$ cat config.mk
export PLATFORM = sky130hd
export DESIGN_NAME = ps2_fifo_port
export DESIGN_NICKNAME = d
export VERILOG_FILES = /design/src/rtl/ps2_pkg.sv /design/src/rtl/ps2_rx_fifo.sv /design/src/rtl/ps2_fifo_port.sv
export SDC_FILE = /design/constraint.sdc
export NUM_CORES = 1
export LEC_CHECK = 0
export CAP_MARGIN = 15
export CORE_UTILIZATION = 30
export CTS_CLUSTER_DIAMETER = 60
export CTS_CLUSTER_SIZE = 30
export DETAILED_ROUTE_END_ITERATION = 10
export PLACE_DENSITY = 0.45
export SLEW_MARGIN = 20
export SYNTH_ARGS = -nofsm -noshare
export SYNTH_HDL_FRONTEND = slang
export SYNTH_SLANG_ARGS = --single-unit
$ cat constraint.sdc
create_clock -name clk_i -period 4.2 [get_ports clk_i]
set_input_delay 0.84 -clock clk_i [delete_from_list [all_inputs] [get_ports clk_i]]
set_output_delay 0.84 -clock clk_i [all_outputs]
set_load 0.02 [all_outputs]
$ cat src/rtl/ps2_pkg.sv
// Shared types and constants for the PS/2 host port: FSM states, register map,
// STATUS bit positions and the bus request bundle.
package ps2_pkg;

   typedef enum logic [1:0] {RX_IDLE, RX_DEBOUNCE, RX_SAMPLE} rx_state_e;

   typedef enum logic [2:0] {
      TX_IDLE, TX_INHIBIT, TX_REQ, TX_SHIFT, TX_ACK, TX_DONE
   } tx_state_e;

   localparam logic [1:0] REG_DATA   = 2'd0;
   localparam logic [1:0] REG_STATUS = 2'd1;
   localparam logic [1:0] REG_CTRL   = 2'd2;
   localparam logic [1:0] REG_COUNT  = 2'd3;

   localparam int ST_RXNE   = 7;
   localparam int ST_TXBUSY = 6;
   localparam int ST_TXDONE = 5;
   localparam int ST_NACK   = 4;
   localparam int ST_TOUT   = 3;
   localparam int ST_OVF    = 2;
   localparam int ST_FERR   = 1;
   localparam int ST_PERR   = 0;

   typedef struct packed {
      logic       vld;
      logic       we;
      logic       lane0;
      logic [1:0] adr;
      logic [7:0] dat;
   } bus_req_t;

   function automatic logic maj7(input logic [6:0] v);
      return ($countones(v) > 3);
   endfunction

   function automatic logic odd_par(input logic [7:0] d);
      return ~^d;
   endfunction

endpackage

$ cat src/rtl/ps2_rx_fifo.sv
// Receive byte FIFO; a pop on empty is a no-op and reads back 0x00.
module ps2_rx_fifo #(
   parameter int unsigned pDepth = 16
) (
   input  logic                       clk_i,
   input  logic                       rst_ni,
   input  logic                       push_i,
   input  logic [7:0]                 wdat_i,
   input  logic                       pop_i,
   output logic [7:0]                 rdat_o,
   output logic [$clog2(pDepth):0]    count_o,
   output logic                       full_o,
   output logic                       empty_o
);
   localparam int AW = $clog2(pDepth);

   logic [7:0]    mem [pDepth];
   logic [AW-1:0] wr_ptr, rd_ptr;
   logic [AW:0]   cnt;
   logic          do_push, do_pop;

   assign full_o  = (cnt == (AW+1)'(pDepth));
   assign empty_o = (cnt == '0);
   // a pop in the same cycle frees the slot, so a push into a full FIFO is kept
   assign do_push = push_i & (~full_o | pop_i);
   assign do_pop  = pop_i & ~empty_o;
   assign rdat_o  = empty_o ? 8'h00 : mem[rd_ptr];
   assign count_o = cnt;

   always_ff @(posedge clk_i) begin
      if (do_push) mem[wr_ptr] <= wdat_i;
   end

   always_ff @(posedge clk_i or negedge rst_ni) begin
      if (!rst_ni) begin
         wr_ptr <= '0;
         rd_ptr <= '0;
         cnt    <= '0;
      end else begin
         if (do_push) wr_ptr <= wr_ptr + 1'b1;
         if (do_pop)  rd_ptr <= rd_ptr + 1'b1;
         unique case ({do_push, do_pop})
            2'b10:   cnt <= cnt + 1'b1;
            2'b01:   cnt <= cnt - 1'b1;
            default: cnt <= cnt;
         endcase
      end
   end

endmodule

$ cat src/rtl/ps2_fifo_port.sv
// PS/2 host port: filtered receiver into a byte FIFO, host-to-device transmitter
// with watchdog, and a four-register bus slave.
module ps2_fifo_port
   import ps2_pkg::*;
#(
   parameter int unsigned pClkFreq     = 50000000,
   parameter int unsigned pFifoDepth   = 16,
   parameter int unsigned pTxTimeoutUs = 30000,
   parameter bit          pEnTx        = 1'b1
) (
   input  logic        clk_i,
   input  logic        rst_ni,
   input  logic        cs_i,
   input  logic        cyc_i,
   input  logic        stb_i,
   input  logic        we_i,
   input  logic [3:0]  sel_i,
   input  logic [3:0]  adr_i,
   input  logic [31:0] dat_i,
   output logic        ack_o,
   output logic [31:0] dat_o,
   output logic        irq_o,
   input  logic        kclk_i,
   input  logic        kdat_i,
   output logic        kclk_en_o,
   output logic        kdat_en_o
);
   localparam int unsigned CYC_US   = (pClkFreq < 1000000) ? 1 : pClkFreq / 1000000;
   localparam int unsigned DEB_CYC  = 5 * CYC_US;
   localparam int unsigned INH_CYC  = 100 * CYC_US;
   localparam int unsigned RXTO_CYC = 2000 * CYC_US;
   localparam int unsigned TXTO_CYC = pTxTimeoutUs * CYC_US;
   localparam int DBW = $clog2(DEB_CYC + 1);
   localparam int INW = $clog2(INH_CYC + 1);
   localparam int RXW = $clog2(RXTO_CYC + 1);
   localparam int WDW = $clog2(TXTO_CYC + 1);
   localparam int CW  = $clog2(pFifoDepth) + 1;

   bus_req_t   req;
   logic       ack_q, acc_new, rd_acc, wr_acc, pop, wr_data, tx_start;
   logic [7:0] dat_q, rd_mux, status, count8;
   logic [8:0] cnt9;
   logic [2:0] ctrl;
   logic [5:0] w1c;
   logic       st_done, st_nack, st_tout, st_ovf, st_ferr, st_perr;
   logic       unused_bits;

   logic [1:0] kclk_sync, kdat_sync;
   logic [6:0] kclk_sh, kdat_sh;
   logic       kclk_f, kdat_f, kclk_fd, kclk_fall;

   rx_state_e  rx_st, rx_nxt;
   logic [DBW-1:0] rx_tmr;
   logic [RXW-1:0] rx_gap;
   logic [3:0]  rx_bits;
   logic [10:0] rx_sh, rx_frame;
   logic        rx_last, rx_push, rx_gap_hit;

   tx_state_e  tx_st, tx_nxt;
   logic [INW-1:0] tx_tmr;
   logic [WDW-1:0] wd_tmr;
   logic [3:0] tx_bit;
   logic [7:0] tx_byte;
   logic [9:0] tx_frame;
   logic       tx_pend, tx_shot, tx_drv, tx_busy, wd_run, wd_hit;

   logic [7:0]    fifo_rdat;
   logic [CW-1:0] fifo_cnt;
   logic          fifo_full, fifo_empty;

   assign unused_bits = ^{dat_i[31:8], adr_i[1:0], sel_i[3:1]};

   always_comb begin
      req.vld   = cs_i & cyc_i & stb_i;
      req.we    = we_i;
      req.lane0 = sel_i[0];
      req.adr   = adr_i[3:2];
      req.dat   = dat_i[7:0];
   end

   // side effects fire once, on the first cycle of an access
   assign acc_new  = req.vld & ~ack_q;
   assign rd_acc   = acc_new & ~req.we;
   assign wr_acc   = acc_new & req.we & req.lane0;
   assign pop      = rd_acc & (req.adr == REG_DATA);
   assign wr_data  = wr_acc & (req.adr == REG_DATA);
   assign tx_start = wr_data & ~tx_busy & pEnTx;
   assign w1c      = (wr_acc && req.adr == REG_STATUS) ? req.dat[5:0] : 6'h00;

   assign cnt9   = 9'(fifo_cnt);
   assign count8 = cnt9[8] ? 8'hFF : cnt9[7:0];

   always_comb begin
      status            = 8'h00;
      status[ST_RXNE]   = ~fifo_empty;
      status[ST_TXBUSY] = tx_busy;
      status[ST_TXDONE] = st_done;
      status[ST_NACK]   = st_nack;
      status[ST_TOUT]   = st_tout;
      status[ST_OVF]    = st_ovf;
      status[ST_FERR]   = st_ferr;
      status[ST_PERR]   = st_perr;
   end

   always_comb begin
      unique case (req.adr)
         REG_DATA:   rd_mux = fifo_rdat;
         REG_STATUS: rd_mux = status;
         REG_CTRL:   rd_mux = {5'b0, ctrl};
         default:    rd_mux = count8;
      endcase
   end

   always_ff @(posedge clk_i or negedge rst_ni) begin
      if (!rst_ni) begin
         ack_q <= 1'b0;
         dat_q <= 8'h00;
         ctrl  <= 3'b000;
      end else begin
         ack_q <= req.vld;
         if (!req.vld)    dat_q <= 8'h00;
         else if (acc_new) dat_q <= req.we ? 8'h00 : rd_mux;
         if (wr_acc && req.adr == REG_CTRL) ctrl <= req.dat[2:0];
      end
   end

   assign ack_o = ack_q;
   assign dat_o = {4{dat_q}};
   assign irq_o = (ctrl[0] & ~fifo_empty) | (ctrl[1] & (st_done | st_tout));

   // line filtering; idle-high reset values keep reset release edge-free
   always_ff @(posedge clk_i or negedge rst_ni) begin
      if (!rst_ni) begin
         kclk_sync <= '1;
         kdat_sync <= '1;
         kclk_sh   <= '1;
         kdat_sh   <= '1;
         kclk_f    <= 1'b1;
         kdat_f    <= 1'b1;
         kclk_fd   <= 1'b1;
      end else begin
         kclk_sync <= {kclk_sync[0], kclk_i};
         kdat_sync <= {kdat_sync[0], kdat_i};
         kclk_sh   <= {kclk_sh[5:0], kclk_sync[1]};
         kdat_sh   <= {kdat_sh[5:0], kdat_sync[1]};
         kclk_f    <= maj7(kclk_sh);
         kdat_f    <= maj7(kdat_sh);
         kclk_fd   <= kclk_f;
      end
   end

   assign kclk_fall = kclk_fd & ~kclk_f;

   // receiver
   assign rx_frame   = {kdat_f, rx_sh[10:1]};
   assign rx_last    = (rx_st == RX_SAMPLE) && (rx_bits == 4'd10);
   assign rx_push    = rx_last & ~rx_frame[0] & rx_frame[10] & (^rx_frame[9:1]);
   assign rx_gap_hit = (rx_bits != 4'd0) && (rx_gap == RXW'(RXTO_CYC - 1));

   always_ff @(posedge clk_i or negedge rst_ni) begin
      if (!rst_ni) rx_st <= RX_IDLE;
      else         rx_st <= rx_nxt;
   end

   always_comb begin
      rx_nxt = rx_st;
      unique case (rx_st)
         RX_IDLE:     if (kclk_fall) rx_nxt = RX_DEBOUNCE;
         RX_DEBOUNCE: if (kclk_f) rx_nxt = RX_IDLE;
                      else if (rx_tmr == DBW'(DEB_CYC - 1)) rx_nxt = RX_SAMPLE;
         default:     rx_nxt = RX_IDLE;
      endcase
      if (tx_busy) rx_nxt = RX_IDLE;
   end

   always_ff @(posedge clk_i or negedge rst_ni) begin
      if (!rst_ni) begin
         rx_tmr  <= '0;
         rx_gap  <= '0;
         rx_bits <= 4'd0;
         rx_sh   <= '0;
      end else begin
         rx_tmr <= (rx_st == RX_DEBOUNCE) ? rx_tmr + 1'b1 : '0;
         rx_gap <= (rx_bits == 4'd0 || kclk_fall) ? '0 : rx_gap + 1'b1;
         if (rx_st == RX_SAMPLE) rx_sh <= rx_frame;
         if (tx_busy || rx_gap_hit)  rx_bits <= 4'd0;
         else if (rx_st == RX_SAMPLE) rx_bits <= rx_last ? 4'd0 : rx_bits + 4'd1;
      end
   end

   ps2_rx_fifo #(.pDepth(pFifoDepth)) u_fifo (
      .clk_i   (clk_i),
      .rst_ni  (rst_ni),
      .push_i  (rx_push),
      .wdat_i  (rx_frame[8:1]),
      .pop_i   (pop),
      .rdat_o  (fifo_rdat),
      .count_o (fifo_cnt),
      .full_o  (fifo_full),
      .empty_o (fifo_empty)
   );

   // transmitter
   assign tx_busy  = (tx_st != TX_IDLE);
   assign tx_frame = {1'b1, odd_par(tx_byte), tx_byte};
   assign tx_shot  = (tx_st == TX_SHIFT) && tx_pend && (tx_tmr == INW'(DEB_CYC - 1));
   assign wd_run   = (tx_st == TX_REQ) || (tx_st == TX_SHIFT) ||
                     (tx_st == TX_ACK) || (tx_st == TX_DONE);
   assign wd_hit   = wd_run && (wd_tmr == WDW'(TXTO_CYC - 1));

   always_ff @(posedge clk_i or negedge rst_ni) begin
      if (!rst_ni) tx_st <= TX_IDLE;
      else         tx_st <= tx_nxt;
   end

   always_comb begin
      tx_nxt = tx_st;
      unique case (tx_st)
         TX_IDLE:    if (tx_start) tx_nxt = TX_INHIBIT;
         TX_INHIBIT: if (tx_tmr == INW'(INH_CYC - 1)) tx_nxt = TX_REQ;
         TX_REQ:     if (kclk_fall) tx_nxt = TX_SHIFT;
         TX_SHIFT:   if (tx_shot && tx_bit == 4'd9) tx_nxt = TX_ACK;
         TX_ACK:     if (kclk_fall) tx_nxt = TX_DONE;
         TX_DONE:    if (kclk_f) tx_nxt = TX_IDLE;
         default:    tx_nxt = TX_IDLE;
      endcase
      if (wd_hit) tx_nxt = TX_IDLE;
   end

   always_ff @(posedge clk_i or negedge rst_ni) begin
      if (!rst_ni) begin
         tx_tmr  <= '0;
         wd_tmr  <= '0;
         tx_bit  <= 4'd0;
         tx_pend <= 1'b0;
         tx_drv  <= 1'b0;
         tx_byte <= 8'h00;
      end else begin
         tx_tmr <= (tx_st == TX_INHIBIT || (tx_st == TX_SHIFT && tx_pend)) ? tx_tmr + 1'b1 : '0;
         wd_tmr <= wd_run ? wd_tmr + 1'b1 : '0;
         if (tx_start) tx_byte <= req.dat;
         // each device falling edge arms a 5 us delay before the next bit is driven
         if (tx_st == TX_REQ && kclk_fall) begin
            tx_pend <= 1'b1;
            tx_bit  <= 4'd0;
         end else if (tx_shot) begin
            tx_pend <= 1'b0;
            tx_bit  <= tx_bit + 4'd1;
         end else if (tx_st == TX_SHIFT && kclk_fall) begin
            tx_pend <= 1'b1;
         end else if (tx_st != TX_SHIFT) begin
            tx_pend <= 1'b0;
         end
         if (tx_nxt == TX_IDLE)                          tx_drv <= 1'b0;
         else if (tx_st == TX_INHIBIT && tx_nxt == TX_REQ) tx_drv <= 1'b1;
         else if (tx_shot)                               tx_drv <= ~tx_frame[tx_bit];
      end
   end

   always_ff @(posedge clk_i or negedge rst_ni) begin
      if (!rst_ni) begin
         {st_done, st_nack, st_tout, st_ovf, st_ferr, st_perr} <= '0;
      end else begin
         st_done <= (tx_st == TX_DONE && kclk_f && !wd_hit) | (st_done & ~w1c[5]);
         st_nack <= (tx_st == TX_ACK && kclk_fall && kdat_f && !wd_hit) | (st_nack & ~w1c[4]);
         st_tout <= wd_hit | (st_tout & ~w1c[3]);
         st_ovf  <= (rx_push & fifo_full & ~pop) | (st_ovf & ~w1c[2]);
         st_ferr <= (rx_last & (rx_frame[0] | ~rx_frame[10])) | rx_gap_hit | (st_ferr & ~w1c[1]);
         st_perr <= (rx_last & ~(^rx_frame[9:1])) | (st_perr & ~w1c[0]);
      end
   end

   assign kclk_en_o = fifo_full | ctrl[2] | (tx_st == TX_INHIBIT);
   assign kdat_en_o = tx_drv;

endmodule

==> key figures, run 1 <==
Status
  – Run status: completed

Layout
  – Share of layout cells above drive strength 1: 17.6%
  – Final Util: 35.9%
  – Final net count: 1047
  – Most frequent cells in the layout: edfxtp_1, dfrtp_1, nand2_1, nor2_1, clkdlybuf4s50_1
  – Post-route insts no fill: 1517
  – Ant. Diodes: 0
  – Area Growth Syn to Fin: 18.1%
  – Commonest non-fill, non-tap cell in the layout: edfxtp_1

Pwr
  – LEAKAGE: 5.76 nW
  – Cell Pwr Density: 392 nW/um2
  – Internal: 4.24 mW
  – Net load switching power: 1.35 mW
  – Clock group share of total power: 47.0%
  – Maximum VDD drop: 266 uV
  – Net Sw Frac: 24.1%
  – Share of power burned in registers: 50.6%
  – Post-layout power: 5.59 mW
  – Share of power burned in combinational logic: 2.4%

Synth
  – Ys flop type: edfxtp_1
  – Synthesized area: 12100 um2
  – Post-synth EDFFs: 128
  – Syn nets: 978
  – Post-synth top area cell: edfxtp_1
  – Gate Count Post-Synth: 901
  – Async S/R FF share, synth: 52.9%
  – Synth Register Bits: 272
  – Synth top area share: 31.8%
  – Seq/Total Area, Yosys: 61.9%
  – Top cells by area, synth: edfxtp_1, dfrtp_1, mux4_2
  – Netlist cell types: 65
  – YS warnings: 0
  – Syn Area/Cell: 13.4 um2

Clock tree
  – Cts bufs inserted: 28
  – Clock root buffer master: clkbuf_16
  – Clock latency on the worst-skew pair: 570 ps
  – Post-CTS sizing: 0
  – CTS tree: yes
  – Clock buffer depth: 3
  – Htree depth: 1
  – # hold bufs at CTS: 0
  – Worst-path clk slew: 70 ps
  – Clock sink count: 272
  – Post-CTS setup buffer count: 0

Floorplan
  – Die span in x: 203 um
  – Core Box Area: 39700 um2
  – Row Count: 73
  – Die area: 41000 um2
  – I/O pins: 84
  – Die H: 203 um
  – Initial Util: 30.4%

Route
  – Final ANT Viol Nets: 0
  – Drt drc: 0
  – Drt via density: 4.60
  – Via count: 6974
  – Routed len/inst: 17.0 um
  – Final WL: 25.8 mm
  – Drt pass-1 iters: 5
  – DRT iter0 DRCs: 416

Critical path
  – CP required: 3360 ps
  – Crit-path max FO: 10
  – Crit path kind: reg -> out
  – CP Data Arrival Time: 2590 ps
  – Crit. End Element: output pin
  – CP Launch Type: flip-flop

Job
  – Max-cap viol count: 0

Placed design
  – Inst Count DP: 1465
  – Routability-driven placement congestion ratio: 0.746
  – Post-DP HPWL: 16.9 mm
  – Port bufs: 54
  – Worst slack, placed: 551 ps

Timing
  – Unrepaired setup endpoints after global routing: false
  – Post-route setup TNS: 0 ps
  – Final Cycle Share: 81.7%
  – Worst relative slew slack: 30.2%
  – Minimum clock period: 3430 ps
  – Clk_skew: 32.8 ps
  – PnR worst setup slack: 770 ps
  – Slew @ Worst Pin: 1050 ps
  – Count of pins over their slew limit: 0
  – Highest Clock Rate: 292 MHz
  – Final hold vios: 0
  – Final Setup Violations: 0

Global route
  – Largest net degree at the start of global routing: 95
  – Initial antenna violation count: 0
  – GRT Total Usage: 12.9%
  – Vias in the first global route: 7063
  – Total grt overflow: 0
  – First-pass GRT wire length: 41.4 mm

Min path
  – Hold Crit Class: in -> async
[stage by stage]
step           hold slack (ps)  cell area [um2]
6_report                   347            14300
5_1_grt                    352            14300
4_1_cts                    345            14300
3_5_place_dp               347            13300
3_3_place_gp               346            13300
2_1_floorplan              345            12100
[routing by layer]
layer / vias up / wire length, um / GRT usage [%]
li1: 3346 / - / -
met4: 0 / 517 / 3.14
met2: 103 / 11600 / 19.9
met3: 28 / 952 / 2.28
met1: 3497 / 12800 / 18.7
met5: - / 0 / 0
[registers in the layout, indices dropped and copies added, names as in the netlist, 7 cells and up]
register and flops:
dat_q 8, kclk_sh 7, kdat_sh 7, rx_gap 17
rx_sh 10, rx_tmr 8, tx_byte 8, tx_tmr 13
u_fifo.mem 128, wd_tmr 21
[power by group through the flow]
stage	combinational, mW	clock (mW)	sequential [mW]
final	0.135	2.63	2.83
after global routing	0.154	2.81	2.83
after CTS	0.140	2.71	2.83
after detailed placement	0.140	0	2.88
after global placement	0.138	0	2.89
after floorplan	0.0595	0	2.87
[cells in the mapped netlist (all sizes together), types with 12 or more instances]
library cell	number
nand2b	12
nand2	97
nor3	16
buf	32
xnor2	35
a21oi	16
nand4	13
dfstp	21
o21ai	18
nor2	88
mux2	13
clkbuf	20
dfrtp	123
nand3	26
xor2	38
mux4	40
edfxtp	128
ha	24
inv	31
[final cells by class]
class | count | area [um2]
multi-input combinational | 546 | 4180
clock inverter | 21 | 248
timing repair buffer | 91 | 832
sequential | 272 | 7480
tap | 525 | 657
fill | 3847 | 25500
clock buffer | 31 | 753
inverter | 31 | 116
[critical path: stages (launching register included)]
cell	delay, ps
dfrtp_1	500
nor2b_1	270
nor2b_1	440
nor2_1	110
nand2_1	100
clkdlybuf4s50_1	600
[path summary, 6_finish.rpt]
check                        startpoint                 to  slack, ps  cells after the start
min                              rst_ni   u_fifo.rd_ptr[0]        350                      1
max                            tx_st[0]          kclk_en_o        770                      5
min in group clk_i         kclk_sync[1]         kclk_sh[0]        350                      0
min reg2reg                kclk_sync[1]         kclk_sh[0]        350                      0
max reg2reg                    rx_sh[4]  u_fifo.count_o[4]        850                     14
max in group asynchronous        rst_ni         kdat_sh[4]       2820                      2
[logic make-up after synthesis]
logic type               share of synthesized area [%]
AND/OR/NAND/NOR                                   12.7
flip-flops                                        61.9
buffers and inverters                             3.49
XOR/XNOR                                          5.48
AO/OA/AOI/OAI                                     3.66
multiplexers                                      9.42
adder cells (fa/ha/maj)                           3.32
No activity file was read; power rests on OpenSTA's default activity.
==> run 2, diff against run 1 <==
- PLACE_DENSITY: 0.45 -> 0.47
- clock period: 4.2 -> 2.8 ns (I/O delays scaled with it)
==> key figures, run 2 (synthesized netlist as in run 1, its figures left out) <==
Clock tree
  – Clock root buffer master: clkbuf_16
  – Clock latency on the worst-skew pair: 550 ps
  – Clock sink count: 272
  – CTS tree: yes
  – Htree depth: 1
  – Clock buffer depth: 3
  – Worst-path clk slew: 100 ps
  – Cts bufs inserted: 23

Route
  – DRT iter0 DRCs: 455
  – Routed len/inst: 16.8 um
  – Final WL: 26.0 mm
  – Final ANT Viol Nets: 0
  – Drt via density: 4.62
  – Drt pass-1 iters: 5
  – Drt drc: 0
  – Via count: 7139

Pwr
  – LEAKAGE: 5.91 nW
  – Post-layout power: 7.85 mW
  – Internal: 5.96 mW
  – Share of power burned in combinational logic: 2.6%
  – Net load switching power: 1.89 mW
  – Clock group share of total power: 43.3%
  – Maximum VDD drop: 332 uV
  – Cell Pwr Density: 543 nW/um2
  – Share of power burned in registers: 54.1%
  – Net Sw Frac: 24.1%

Layout
  – Largest Register: u_fifo.mem
  – Final net count: 1080
  – Most frequent cells in the layout: edfxtp_1, dfrtp_1, nand2_1, nor2_1, buf_4
  – Largest register FFs: 128
  – Share of layout cells above drive strength 1: 21.5%
  – FF/Latch Area: 7480 um2
  – Area Growth Syn to Fin: 19.8%
  – Commonest non-fill, non-tap cell in the layout: edfxtp_1
  – Area of the multi-input gates: 4250 um2
  – Largest registers: u_fifo.mem x128, wd_tmr x21, rx_gap x17
  – Layout fillers: 3868
  – Final Cell Area: 14500 um2
  – Post-route insts no fill: 1545
  – Ant. Diodes: 0

Global route
  – GRT Total Usage: 12.9%
  – Vias in the first global route: 7101
  – Initial antenna violation count: 0
  – Largest net degree at the start of global routing: 77
  – Total grt overflow: 0
  – First-pass GRT wire length: 41.0 mm

Floorplan
  – Initial Util: 30.4%
  – Die H: 203 um
  – Core Box Area: 39700 um2
  – Row Count: 73
  – Die span in x: 203 um
  – I/O pins: 84
  – Die area: 41000 um2

Critical path
  – CP Launch Type: flip-flop
  – Crit path kind: reg -> reg
  – Crit-path max FO: 4
  – Worst reg2reg startpoint: rx_bits[0]
  – Critical path startpoint: rx_bits[0]
  – CP Data Arrival Time: 3160 ps
  – Crit. End Element: flip-flop
  – CP required: 3230 ps

Timing
  – Final Cycle Share: 97.2%
  – Final hold vios: 0
  – Unrepaired setup endpoints after global routing: true
  – Final Setup Violations: 0
  – Highest Clock Rate: 367 MHz
  – Worst relative slew slack: 50.2%
  – Slew @ Worst Pin: 741 ps
  – Hold_ws: 25.9 ps
  – PnR worst setup slack: 78.3 ps
  – Clk_skew: 25.4 ps
  – Count of pins over their slew limit: 0
  – Minimum clock period: 2720 ps

Placed design
  – Routability-driven placement congestion ratio: 0.764
  – Post-DP HPWL: 17.8 mm
  – Placed instance area: 13600 um2
  – Inst Count DP: 1500
  – Worst slack, placed: -340 ps
  – Port bufs: 54

Status
  – Run status: completed

Min path
  – Hold Crit Class: in -> async

Job
  – Max-cap viol count: 0
==> run 2: changes by cell type in the layout (fill, tap and decap cells not counted), moves of 3 or more <==
| cell | delta |
|---|---|
| inv_2 | +3 |
| inv_6 | -4 |
| inv_1 | -3 |
| clkbuf_16 | -6 |
| buf_4 | +36 |
==> run 2: power groups by stage <==
stage | Clock, mW | Combinational [mW] | Sequential (mW)
6_report | 3.40 | 0.206 | 4.25
5_1_grt | 3.66 | 0.238 | 4.25
4_1_cts | 3.53 | 0.216 | 4.25
3_5_place_dp | 0 | 0.216 | 4.33
3_3_place_gp | 0 | 0.216 | 4.33
2_1_floorplan | 0 | 0.0900 | 4.31
==> run 2: final cells by class <==
type                            instances  share of cell area [%]
Clock buffer                           23                    3.98
Clock inverter                         19                    1.70
Inverter                               31                   0.804
Multi-Input combinational cell        546                    29.4
Sequential cell                       272                    51.7
Tap cell                              525                    4.54
Timing Repair Buffer                  129                    7.92
==> run 2: metrics by stage <==
step | util [%] | setup TNS (ps)
detailed placement | 34.2 | -2680
global route | 36.4 | -227
finish | 36.4 | 0
CTS | 36.3 | -46.6
global placement | 34.2 | -4750
floorplan | - | -152
==> run 2: metal layers <==
layer | share of wire [%] | vias up | track usage [%]
met5 | 0 | - | 0
met4 | 1.6 | 0 | 3.20
li1 | - | 3411 | -
met2 | 46 | 94 | 20.0
met1 | 49 | 3605 | 18.9
met3 | 3.3 | 29 | 1.77
==> run 2: critical path, cell delays in order, from the launching register on <==
cell and delay [ps]:
dfrtp_1 390, inv_2 60, ha_2 190, nand3b_1 110, or4_4 470, nor3b_4 230
inv_2 70, ha_4 180, inv_2 60, fa_2 190, inv_1 40, a21o_1 170
a21oi_2 140, xnor2_1 130, nor2_1 60, xor2_1 130
==> run 2: final timing paths <==
path                                          end  slack, ps  cells after the start
worst max-delay path            u_fifo.count_o[4]         80                     15
worst min-delay path             u_fifo.rd_ptr[1]         30                      1
worst max register to register  u_fifo.count_o[4]         80                     15
worst min register to register         kdat_sh[0]        360                      0
max in group asynchronous                 kclk_fd       1970                      2
min in group clk_i                     kdat_sh[0]        360                      0
==> run 2: timing repair <==
| action | CTS | global route |
|---|---|---|
| hold buffers | 0 | 0 |
| resized for setup | 1 | 12 |
| cloned | 0 | 0 |
| pin swaps | 3 | 3 |
| buffers inserted | 2 | 1 |
| setup endpoints to repair | 2 | 21 |
==> run 3, diff against run 2 <==
- CORE_MARGIN: unset -> 2
==> key figures, run 3 (synthesized netlist as in run 1, its figures left out) <==
Critical path
  – Crit path kind: reg -> reg
  – CP Launch Type: flip-flop
  – Crit-path max FO: 4
  – Crit. End Element: flip-flop
  – CP Data Arrival Time: 3160 ps
  – Worst Reg-to-Reg Cells: 14
  – FF-to-FF End: u_fifo.count_o[4]
  – Slowest-stage cell, CP: xnor3_1
  – Critical path startpoint: rx_sh[7]
  – Worst reg2reg startpoint: rx_sh[7]
  – Largest stage delay on the critical path: 440 ps
  – CP Cell Sequence: xnor2_2, xnor3_1, xnor2_2, nor3b_4, inv_2, ha_4, inv_2, fa_2, inv_2, a21o_1, a21oi_2, xnor2_1, nor2_1, xor2_1
  – CP required: 3230 ps
  – CP dominant cell by count: inv_2
  – Reg2Reg Setup Slack: 70 ps
  – Worst setup endpoint: u_fifo.count_o[4]

Timing
  – Slew @ Worst Pin: 768 ps
  – Highest Clock Rate: 367 MHz
  – Clk_skew: 21.9 ps
  – Unrepaired setup endpoints after global routing: true
  – Worst relative slew slack: 48.4%
  – Final hold vios: 0
  – Final Cycle Share: 97.4%
  – Minimum clock period: 2730 ps
  – Hold_ws: 356 ps
  – Count of pins over their slew limit: 0
  – Final Setup Violations: 0

Pwr
  – Internal: 6.29 mW
  – Cell Pwr Density: 563 nW/um2
  – Maximum VDD drop: 351 uV
  – Share of power burned in combinational logic: 2.5%
  – Clock group share of total power: 45.8%
  – Post-layout power: 8.22 mW
  – LEAKAGE: 5.93 nW
  – Share of power burned in registers: 51.6%
  – Net load switching power: 1.92 mW
  – Net Sw Frac: 23.4%

Route
  – DRT iter0 DRCs: 568
  – Drt via density: 4.65
  – Final WL: 26.3 mm
  – M1 wire length: 12.8 mm
  – Met2 wire length: 11.9 mm
  – Final ANT Viol Nets: 0
  – Drt drc: 0
  – WL met3: 1.17 mm
  – Top routing layer used: met4
  – Drt pass-1 iters: 4
  – Via count: 7200
  – Routed len/inst: 17.0 um

Layout
  – Largest Register: u_fifo.mem
  – Final Util: 36.7%
  – Share of layout cells above drive strength 1: 21.7%
  – Final net count: 1082
  – Ant. Diodes: 0
  – Largest register FFs: 128
  – Area Growth Syn to Fin: 20.8%
  – Most frequent cells in the layout: edfxtp_1, dfrtp_1, nand2_1, nor2_1, buf_4
  – Layout fillers: 3875
  – Largest registers: u_fifo.mem x128, wd_tmr x21, rx_gap x17
  – Commonest non-fill, non-tap cell in the layout: edfxtp_1

Clock tree
  – Cts bufs inserted: 27
  – Clock latency on the worst-skew pair: 560 ps
  – Clock buffer depth: 3
  – Clock root buffer master: clkbuf_16
  – Htree depth: 1
  – Clock sink count: 272
  – CTS tree: yes
  – Worst-path clk slew: 80 ps

Global route
  – Initial antenna violation count: 0
  – Vias in the first global route: 7315
  – First-pass GRT wire length: 42.2 mm
  – Largest net degree at the start of global routing: 54
  – GRT Total Usage: 13.0%
  – Total grt overflow: 0

Placed design
  – Routability-driven placement congestion ratio: 0.735
  – Post-DP HPWL: 17.5 mm
  – Port bufs: 54

Floorplan
  – Die span in x: 205 um
  – Row Count: 73
  – I/O pins: 84
  – Core Box Area: 39700 um2
  – Die area: 41900 um2
  – Die H: 205 um
  – Initial Util: 30.4%

Status
  – Run status: completed

Job
  – Max-cap viol count: 0

Min path
  – Hold Crit Class: reg -> reg
## run 3: changes by cell type in the layout (fill, tap and decap cells not counted), sizes merged
cell / change
inv: -2
clkbuf: +6
dlygate4sd2: +2
dlymetal6s2s: -1
dlygate4sd3: +1
clkdlybuf4s50: -1
bufinv: +1
clkinv: +2
buf: -3
## run 3: critical path: cells and delay by family (launching register included)
kind | cells | cell delay [ps]
buffers and inverters | 3 | 160
AOI/OAI and AO/OA | 2 | 290
xor gates and xnor gates | 5 | 1030
adders and majority gates | 2 | 380
and+or+nand+nor | 2 | 320
DFF | 1 | 430
## run 3: worst min path at each step
stage	startpoint	endpoint	slack [ps]	cells after the start
final	kdat_sync[0]	kdat_sync[1]	360	0
after CTS	kdat_sync[0]	kdat_sync[1]	360	0
after floorplan	rst_ni	ack_o	260	0
after global placement	kdat_sync[1]	kdat_sh[0]	350	0
after detailed placement	kdat_sync[1]	kdat_sh[0]	350	0
after global routing	kdat_sync[0]	kdat_sync[1]	370	0
## run 3: layout make-up
| class | instances | area (um2) | share of cell area, % |
|---|---|---|---|
| clock buffer | 29 | 693 | 4.75 |
| clock inverter | 20 | 248 | 1.70 |
| inverter | 31 | 116 | 0.798 |
| multi-input combinational | 546 | 4250 | 29.1 |
| sequential | 272 | 7480 | 51.3 |
| tap | 525 | 657 | 4.50 |
| timing repair buffer | 127 | 1140 | 7.82 |
## run 3: what timing repair did
action,in CTS,in global routing
gates resized for setup,10,4
endpoints found under the setup margin,3,2
hold buffers,1,0
endpoints found under the hold margin,30,0
pin swaps,3,8
setup buffers,0,0
## run 3: through the flow
step	std cells	area, um2	setup WS, ps	setup TNS (ps)
floorplan	901	12100	-152	-152
global placement	1500	13600	-333	-2730
detailed placement	1500	13600	-353	-3450
CTS	1550	14600	13.0	0
global route	1550	14600	-83.8	-83.8
finish	1550	14600	73.9	0
## run 3: per-layer routing
layer / track usage [%] / vias to the layer above
li1: - / 3407
met5: 0 / -
met4: 3.23 / 0
met3: 1.99 / 29
met2: 20.4 / 124
met1: 18.7 / 3640
## run 3: power groups by stage
stage	logic, mW	registers (mW)	clock network [mW]
after floorplan	0.0900	4.31	0
after global placement	0.214	4.33	0
after detailed placement	0.214	4.32	0
after CTS	0.216	4.24	3.90
after global routing	0.240	4.25	4.06
final	0.208	4.24	3.77
